**src/rtl/regfile_dump_reader.sv**
```systemverilog
// regfile_dump_reader: walks register indices FIRST_REG..LAST_REG through one
// register-file read port and streams (index, data) words on a valid/ready
// interface for a debug sink. The block only reads the register file.
module regfile_dump_reader #(
   parameter int unsigned FIRST_REG = 0,
   parameter int unsigned LAST_REG  = 31
) (
   input  logic        clk,
   input  logic        reset,          // asynchronous, active-low
   input  logic        start,
   input  logic        abort,
   output logic [4:0]  Read_register,
   input  logic [31:0] Read_data,
   output logic        out_valid,
   input  logic        out_ready,
   output logic [4:0]  out_addr,
   output logic [31:0] out_data,
   output logic        out_last,
   output logic        busy,
   output logic        done
);

   localparam logic [4:0] FIRST_IDX = 5'(FIRST_REG);
   localparam logic [4:0] LAST_IDX  = 5'(LAST_REG);

   typedef enum logic [1:0] {
      S_IDLE = 2'd0,
      S_READ = 2'd1,
      S_SEND = 2'd2,
      S_DONE = 2'd3
   } state_t;

   state_t      state_q, state_d;
   logic [4:0]  idx_q, idx_d;
   logic        valid_q, valid_d;
   logic [4:0]  addr_q, addr_d;
   logic [31:0] data_q, data_d;
   logic        last_q, last_d;

   // State and stream registers; reset drops the stream word immediately.
   always_ff @(posedge clk or negedge reset) begin
      if (!reset) begin
         state_q <= S_IDLE;
         idx_q   <= FIRST_IDX;
         valid_q <= 1'b0;
         addr_q  <= 5'd0;
         data_q  <= 32'd0;
         last_q  <= 1'b0;
      end else begin
         state_q <= state_d;
         idx_q   <= idx_d;
         valid_q <= valid_d;
         addr_q  <= addr_d;
         data_q  <= data_d;
         last_q  <= last_d;
      end
   end

   // Next-state logic: abort outranks both the handshake and the DONE step.
   always_comb begin
      state_d = state_q;
      idx_d   = idx_q;
      valid_d = valid_q;
      addr_d  = addr_q;
      data_d  = data_q;
      last_d  = last_q;

      unique case (state_q)
         S_IDLE: begin
            idx_d = FIRST_IDX;
            // start wins over a simultaneous abort here, abort is a no-op in IDLE
            if (start) begin
               state_d = S_READ;
            end
         end

         S_READ: begin
            if (abort) begin
               state_d = S_IDLE;
               valid_d = 1'b0;
               last_d  = 1'b0;
               idx_d   = FIRST_IDX;
            end else begin
               // Whatever the port returns this cycle (bypassed writes included)
               // is the captured value.
               data_d  = Read_data;
               addr_d  = idx_q;
               last_d  = (idx_q == LAST_IDX);
               valid_d = 1'b1;
               state_d = S_SEND;
            end
         end

         S_SEND: begin
            if (abort) begin
               state_d = S_IDLE;
               valid_d = 1'b0;
               last_d  = 1'b0;
               idx_d   = FIRST_IDX;
            end else if (out_ready) begin
               valid_d = 1'b0;
               if (idx_q == LAST_IDX) begin
                  state_d = S_DONE;
               end else begin
                  // LAST_IDX <= 31 guarantees this never wraps.
                  idx_d   = idx_q + 5'd1;
                  state_d = S_READ;
               end
            end
         end

         S_DONE: begin
            if (abort) begin
               valid_d = 1'b0;
               last_d  = 1'b0;
            end
            idx_d   = FIRST_IDX;
            state_d = S_IDLE;
         end

         default: begin
            state_d = S_IDLE;
            idx_d   = FIRST_IDX;
            valid_d = 1'b0;
            last_d  = 1'b0;
         end
      endcase
   end

   assign Read_register = idx_q;
   assign out_valid     = valid_q;
   assign out_addr      = addr_q;
   assign out_data      = data_q;
   assign out_last      = last_q;
   assign busy          = (state_q != S_IDLE);
   // An abort landing on the DONE cycle suppresses the completion pulse.
   assign done          = (state_q == S_DONE) && !abort;

endmodule

```
**config.mk**
```make
export PLATFORM = sky130hd
export DESIGN_NAME = regfile_dump_reader
export DESIGN_NICKNAME = d
export VERILOG_FILES = /design/src/rtl/regfile_dump_reader.sv
export SDC_FILE = /design/constraint.sdc
export NUM_CORES = 1
export LEC_CHECK = 0
export CAP_MARGIN = 20
export CORE_ASPECT_RATIO = 0.6
export CORE_UTILIZATION = 42
export DETAILED_ROUTE_END_ITERATION = 8
export PLACE_DENSITY = 0.9
export SYNTH_ARGS = -nofsm -noshare
export SYNTH_HDL_FRONTEND = slang
export SYNTH_SLANG_ARGS = --single-unit
```
**constraint.sdc**
```tcl
create_clock -name clk -period 2.03 [get_ports clk]
set_clock_uncertainty 0.05 [all_clocks]
set_input_delay 0.3045 -clock clk [delete_from_list [all_inputs] [get_ports clk]]
set_output_delay 0.3045 -clock clk [all_outputs]
set_load 0.02 [all_outputs]
```
==> summary.txt, run 1 <==
GRT
  – Vias in the first global route: 1,387
  – GR Util All Layers: 18.4%
  – First-pass GRT wire length: 7.10 mm
  – Gr ovfl total: 0
  – Largest net degree at the start of global routing: 47
  – Initial antenna violation count: 0

Synth
  – Mapped Area: 2010 µm²
  – Syn Area/Cell: 15.4 µm²
  – Sequential cell area fraction in the yosys report: 57.4%
  – Synth unique cells: 30
  – FF+latch count, synth: 46
  – Syn_nets: 169
  – YS warnings: 0
  – Asr flop ratio synth: 100%
  – Post-Syn Instances: 130
  – Post-synth EDFFs: 0
  – Ys flop type: dfrtp_1

Routing
  – DR iter-0 viols: 34
  – Routed WL per cell: 15.1 µm
  – DRC Markers: 0
  – Via count: 1,382
  – Via density: 4.85
  – First-pass DRT Iterations: 4
  – Routed Antenna Nets: 0
  – Routed wire length: 4.30 mm

Worst hold path
  – HP Class: input pin to asynchronous set/reset pin

Placed design
  – Hpwl dp: 3.17 mm
  – Placed Area: 2940 µm²
  – Place WS: 0.123 ns
  – Final Wtd Congestion: 0.817
  – Count of input and output buffers: 82

STA
  – Worst hold slack: 0.0322 ns
  – Final hold vios: 0
  – Slew Limit Fails: 0
  – Setup ws final: 0.0834 ns
  – Unrepaired setup endpoints after global routing: no
  – Period utilization: 95.9%
  – Slew margin rel.: 62.3%
  – Fin crit period: 1.95 ns
  – Worst-Margin Slew: 0.566 ns
  – Final setup violation count: 0
  – Max frequency: 0.514 GHz
  – Setup TNS: 0 ns

Critical path
  – Critical path startpoint category: register
  – CP Class: register to register
  – Required time worst endpoint: 2.18 ns
  – Worst setup EP type: register
  – WP data arrival: 2.10 ns
  – Cells on worst reg2reg path: 6
  – CP Max Fanout: 6

Power and ir drop
  – Lkg Pwr: 1.32 nW
  – Peak VDD IR: 0.504 mV
  – Pwr per Cell Area: 1050 nW/µm²

Job
  – Max-cap viol count: 0

Final layout
  – Most frequent cells in the layout: clkdlybuf4s50_1, dfrtp_1, mux2_4, mux2_1
  – Area of the multi-input gates: 800 µm²
  – FF+latch area: 1150 µm²
  – Design area: 3020 µm²
  – Antenna Cells: 0
  – Layout cells sized above 1: 21.2%
  – # nets final: 261
  – Most common cell after layout, fill and taps aside: clkdlybuf4s50_1
  – Area Growth Syn to Fin: 50.4%
  – Fill cells: 343

Clocking
  – Max H-tree Level: 2
  – Reg clk slew, reported paths: 0.08 ns
  – Clk buf depth: 2
  – Post-cts resize count: 0
  – CTS sink count: 46
  – Insertion delay to the later sink of the worst-skew pair: 0.29 ns
  – TritonCTS clock tree: built
  – Hold-fix buffers, CTS: 0
  – Num CTS Buffers: 5
  – Root Driver: clkbuf_8
  – Post-CTS Setup Repair Bufs: 0

Floorplanning
  – Rows: 19
  – Die Y: 55.5 µm
  – Area of the core: 4590 µm²
  – Die Wd: 91.2 µm
  – Die footprint: 5070 µm²
  – Initial Util: 43.7%
  – Boundary pin count: 83

Outcome
  – Status: finished, final reports clean
-- cell families after synthesis --
group | share of synthesized area [%]
DFF | 57.4
muxes | 26.9
and+or+nand+nor | 7.11
AOI/OAI and AO/OA | 4.61
buffers and inverters | 2.81
adders and majority gates | 1.25
-- area by class of cell --
cell class / count / share of cell area [%]
well taps: 63 / 2.61
multi-input cells: 76 / 26.5
flip-flops and latches: 46 / 38.2
clock buffers: 7 / 2.53
repair buffers: 90 / 29.8
inverters: 3 / 0.373
-- Yosys cell counts, types with 2 or more instances --
cell type / count / area (µm²)
ha_1: 2 / 25.0
nor2b_1: 2 / 12.5
o21a_1: 2 / 15.0
a22oi_1: 2 / 15.0
inv_1: 3 / 11.3
o21ai_1: 2 / 10.0
nor2_1: 6 / 22.5
mux2_4: 30 / 450
nand2_1: 5 / 18.8
mux2_1: 7 / 78.8
dfrtp_1: 46 / 1150
a21oi_1: 2 / 10.0
o22ai_1: 2 / 12.5
buf_6: 3 / 33.8
-- final timing paths --
path,startpoint,slack [ns],endpoint
setup / recovery,Read_register[0],0.08,Read_register[2]
hold / removal,reset,0.03,out_data[8]
setup reg to reg,Read_register[0],0.08,Read_register[2]
hold reg to reg,out_data[5],0.44,out_data[5]
max in group asynchronous,reset,1.49,state_q[1]
min in group clk,out_data[5],0.44,out_data[5]
-- state kept, by name, summed over array words and instances (netlist names) --
signal         count
Read_register      5
out_addr           5
out_data          32
out_last           1
out_valid          1
state_q            2
-- critical path: stages, from the launching register on --
cell and delay, ns:
dfrtp_1 0.44, ha_1 0.25, and3_1 0.20, ha_1 0.20, and4bb_1 0.38, a21oi_1 0.10
a311oi_1 0.23
-- power breakdown --
group / internal [W] / switching, W / leakage (nW)
sequential: 0.00116 / 0.000140 / 0.564
clock: 0.000237 / 0.000279 / 0.0383
combinational: 0.000779 / 0.000579 / 0.717
-- per-stage QoR --
| stage | utilization (%) | instances | power, W |
|---|---|---|---|
| finish | 65.8 | 285 | 0.00317 |
| global route | 65.8 | 285 | 0.00333 |
| CTS | 65.8 | 285 | 0.00321 |
| detailed placement | 64.1 | 278 | 0.00268 |
| global placement | 64.1 | 278 | 0.00264 |
| floorplan | - | 130 | 0.00201 |
-- routing by layer --
metal  up-vias  part of all wire, %  routed length [µm]  global-route usage [%]
met2        61                   42                1790                    25.9
met1       677                   51                2180                    27.6
li1        639                    -                   -                       -
met3         5                  6.8                 292                    5.65
met4         0                 0.84                  36                    4.76
met5         -                    0                   0                       0
Power figures use the tool's default switching activity.
==> run 2: changes to the inputs <==
PLACE_DENSITY = 0.79   (was 0.9)
==> run 2 against run 1 <==
  * Routed wire length down 1.0%
  * Core utilization up 1.6 points
  * Via count down 3.3%
  * Design area up 2.4%
  * Register-to-register slack gained 0.08 ns
  * Critical endpoint is now busy
  * Largest cell class unchanged
  * Largest power group unchanged
==> summary.txt, run 2 (same netlist as run 1, synthesis figures left out) <==
Routing
  – DR iter-0 viols: 39
  – Via count: 1,336
  – DRC Markers: 0
  – Via density: 4.66
  – Routed Antenna Nets: 0
  – Routed WL per cell: 14.8 µm
  – First-pass DRT Iterations: 4
  – Routed wire length: 4.26 mm

Placed design
  – Hpwl dp: 3.02 mm
  – Place WS: 0.185 ns
  – Final Wtd Congestion: 0.892
  – Placed Area: 2940 µm²
  – Count of input and output buffers: 82

Final layout
  – Layout cells sized above 1: 22.3%
  – FF+latch area: 1150 µm²
  – Most common cell after layout, fill and taps aside: clkdlybuf4s50_1
  – # nets final: 262
  – Most frequent cells in the layout: clkdlybuf4s50_1, dfrtp_1, mux2_4, mux2_1
  – Area of the multi-input gates: 800 µm²
  – Antenna Cells: 0
  – Fill cells: 338
  – Max FFs per register: 32
  – Design area: 3090 µm²
  – Area Growth Syn to Fin: 54.0%

STA
  – Final setup violation count: 0
  – Unrepaired setup endpoints after global routing: no
  – Setup ws final: 0.0798 ns
  – Max frequency: 0.513 GHz
  – Slew Limit Fails: 0
  – Worst-Margin Slew: 0.363 ns
  – Final hold vios: 0
  – Fin crit period: 1.95 ns
  – Period utilization: 96.1%
  – Setup TNS: 0 ns
  – Slew margin rel.: 75.8%

Worst hold path
  – HP Class: input pin to asynchronous set/reset pin

Clocking
  – Num CTS Buffers: 5
  – TritonCTS clock tree: built
  – CTS sink count: 46
  – Insertion delay to the later sink of the worst-skew pair: 0.30 ns
  – Root Driver: clkbuf_8
  – Max H-tree Level: 2
  – Clk buf depth: 2
  – Reg clk slew, reported paths: 0.09 ns

GRT
  – Largest net degree at the start of global routing: 21
  – Vias in the first global route: 1,336
  – Gr ovfl total: 0
  – Initial antenna violation count: 0
  – GR Util All Layers: 18.2%
  – First-pass GRT wire length: 7.00 mm

Floorplanning
  – Rows: 19
  – Area of the core: 4590 µm²
  – Boundary pin count: 83
  – Die Y: 55.5 µm
  – Die Wd: 91.2 µm
  – Initial Util: 43.7%
  – Die footprint: 5070 µm²

Critical path
  – Worst setup EP type: output port
  – CP cell instances: or2_1 -> clkdlybuf4s50_1
  – Critical path startpoint category: register
  – Required time worst endpoint: 1.68 ns
  – Cells on worst reg2reg path: 6
  – CP Class: register to output port
  – CP Max Fanout: 11
  – CP max stage cell: clkdlybuf4s50_1
  – CP max stage delay: 0.54 ns
  – WP data arrival: 1.60 ns

Job
  – Max-cap viol count: 0

Power and ir drop
  – Peak VDD IR: 0.639 mV
  – Lkg Pwr: 1.35 nW
  – Pwr per Cell Area: 1120 nW/µm²

Outcome
  – Status: finished, final reports clean
-- run 2: cell count changes in the layout (fill, tap and decap cells not counted) --
cell	delta
bufinv_16	+2
clkbuf_1	-2
clkinv_4	+1
dlygate4sd3_1	+1
-- run 2: critical path: cells and delay by family, from the launching register on --
family	cells	cell delay (ns)
and+or+nand+nor	1	0.26
DFF	1	0.50
buffers and inverters	1	0.54
-- run 2: where the power goes --
group / switching, W / total (W) / leakage [nW] / internal [W]
Clock: 0.000313 / 0.000806 / 0.0683 / 0.000493
Combinational: 0.000572 / 0.00135 / 0.721 / 0.000777
Sequential: 0.000137 / 0.00130 / 0.565 / 0.00116
Total: 0.00102 / 0.00345 / 1.35 / 0.00243
-- run 2: cell type report --
| type | instances | area share (%) |
|---|---|---|
| clock inverters | 3 | 2.23 |
| multi-input cells | 76 | 25.9 |
| repair buffers | 91 | 29.5 |
| inverters | 3 | 0.364 |
| flip-flops and latches | 46 | 37.3 |
| well taps | 63 | 2.55 |
| clock buffers | 5 | 2.23 |
-- run 2: final timing paths --
check                                  from  slack, ns               end
max in group asynchronous             reset       0.97       out_data[8]
min in group clk                out_data[3]       0.44       out_data[3]
max reg2reg                Read_register[0]       0.16  Read_register[2]
max                              state_q[0]       0.08              busy
min                                   reset       0.41      out_data[20]
min reg2reg                     out_data[3]       0.44       out_data[3]
-- run 2: stage by stage --
step	hold WS [ns]	util, %	instances	total power (W)
3_5_place_dp	0.195	64.1	278	0.00267
2_1_floorplan	-0.0411	-	130	0.00201
3_3_place_gp	0.187	64.1	278	0.00264
5_1_grt	0.455	67.4	287	0.00362
6_report	0.406	67.4	287	0.00345
4_1_cts	0.392	67.4	287	0.00349
-- run 2: metal layers --
| layer | up-vias | global-route usage, % | share of wire [%] |
|---|---|---|---|
| met4 | 0 | 5.44 | 0.82 |
| li1 | 647 | - | - |
| met2 | 48 | 26.4 | 44 |
| met3 | 5 | 4.82 | 5.5 |
| met5 | - | 0 | 0 |
| met1 | 636 | 26.8 | 49 |
-- run 2: timing repair --
action / CTS / global route
gates resized for setup: 1 / 0
endpoints found under the setup margin: 1 / 0
hold buffers: 1 / 0
setup buffers: 0 / 0
hold endpoints to repair: 14 / 0
==> run 3: changes to the inputs <==
CTS_CLUSTER_SIZE = 16   (was unset)
==> results of run 3 <==
Final layout, timing and power as in run 2 (identical DEF).
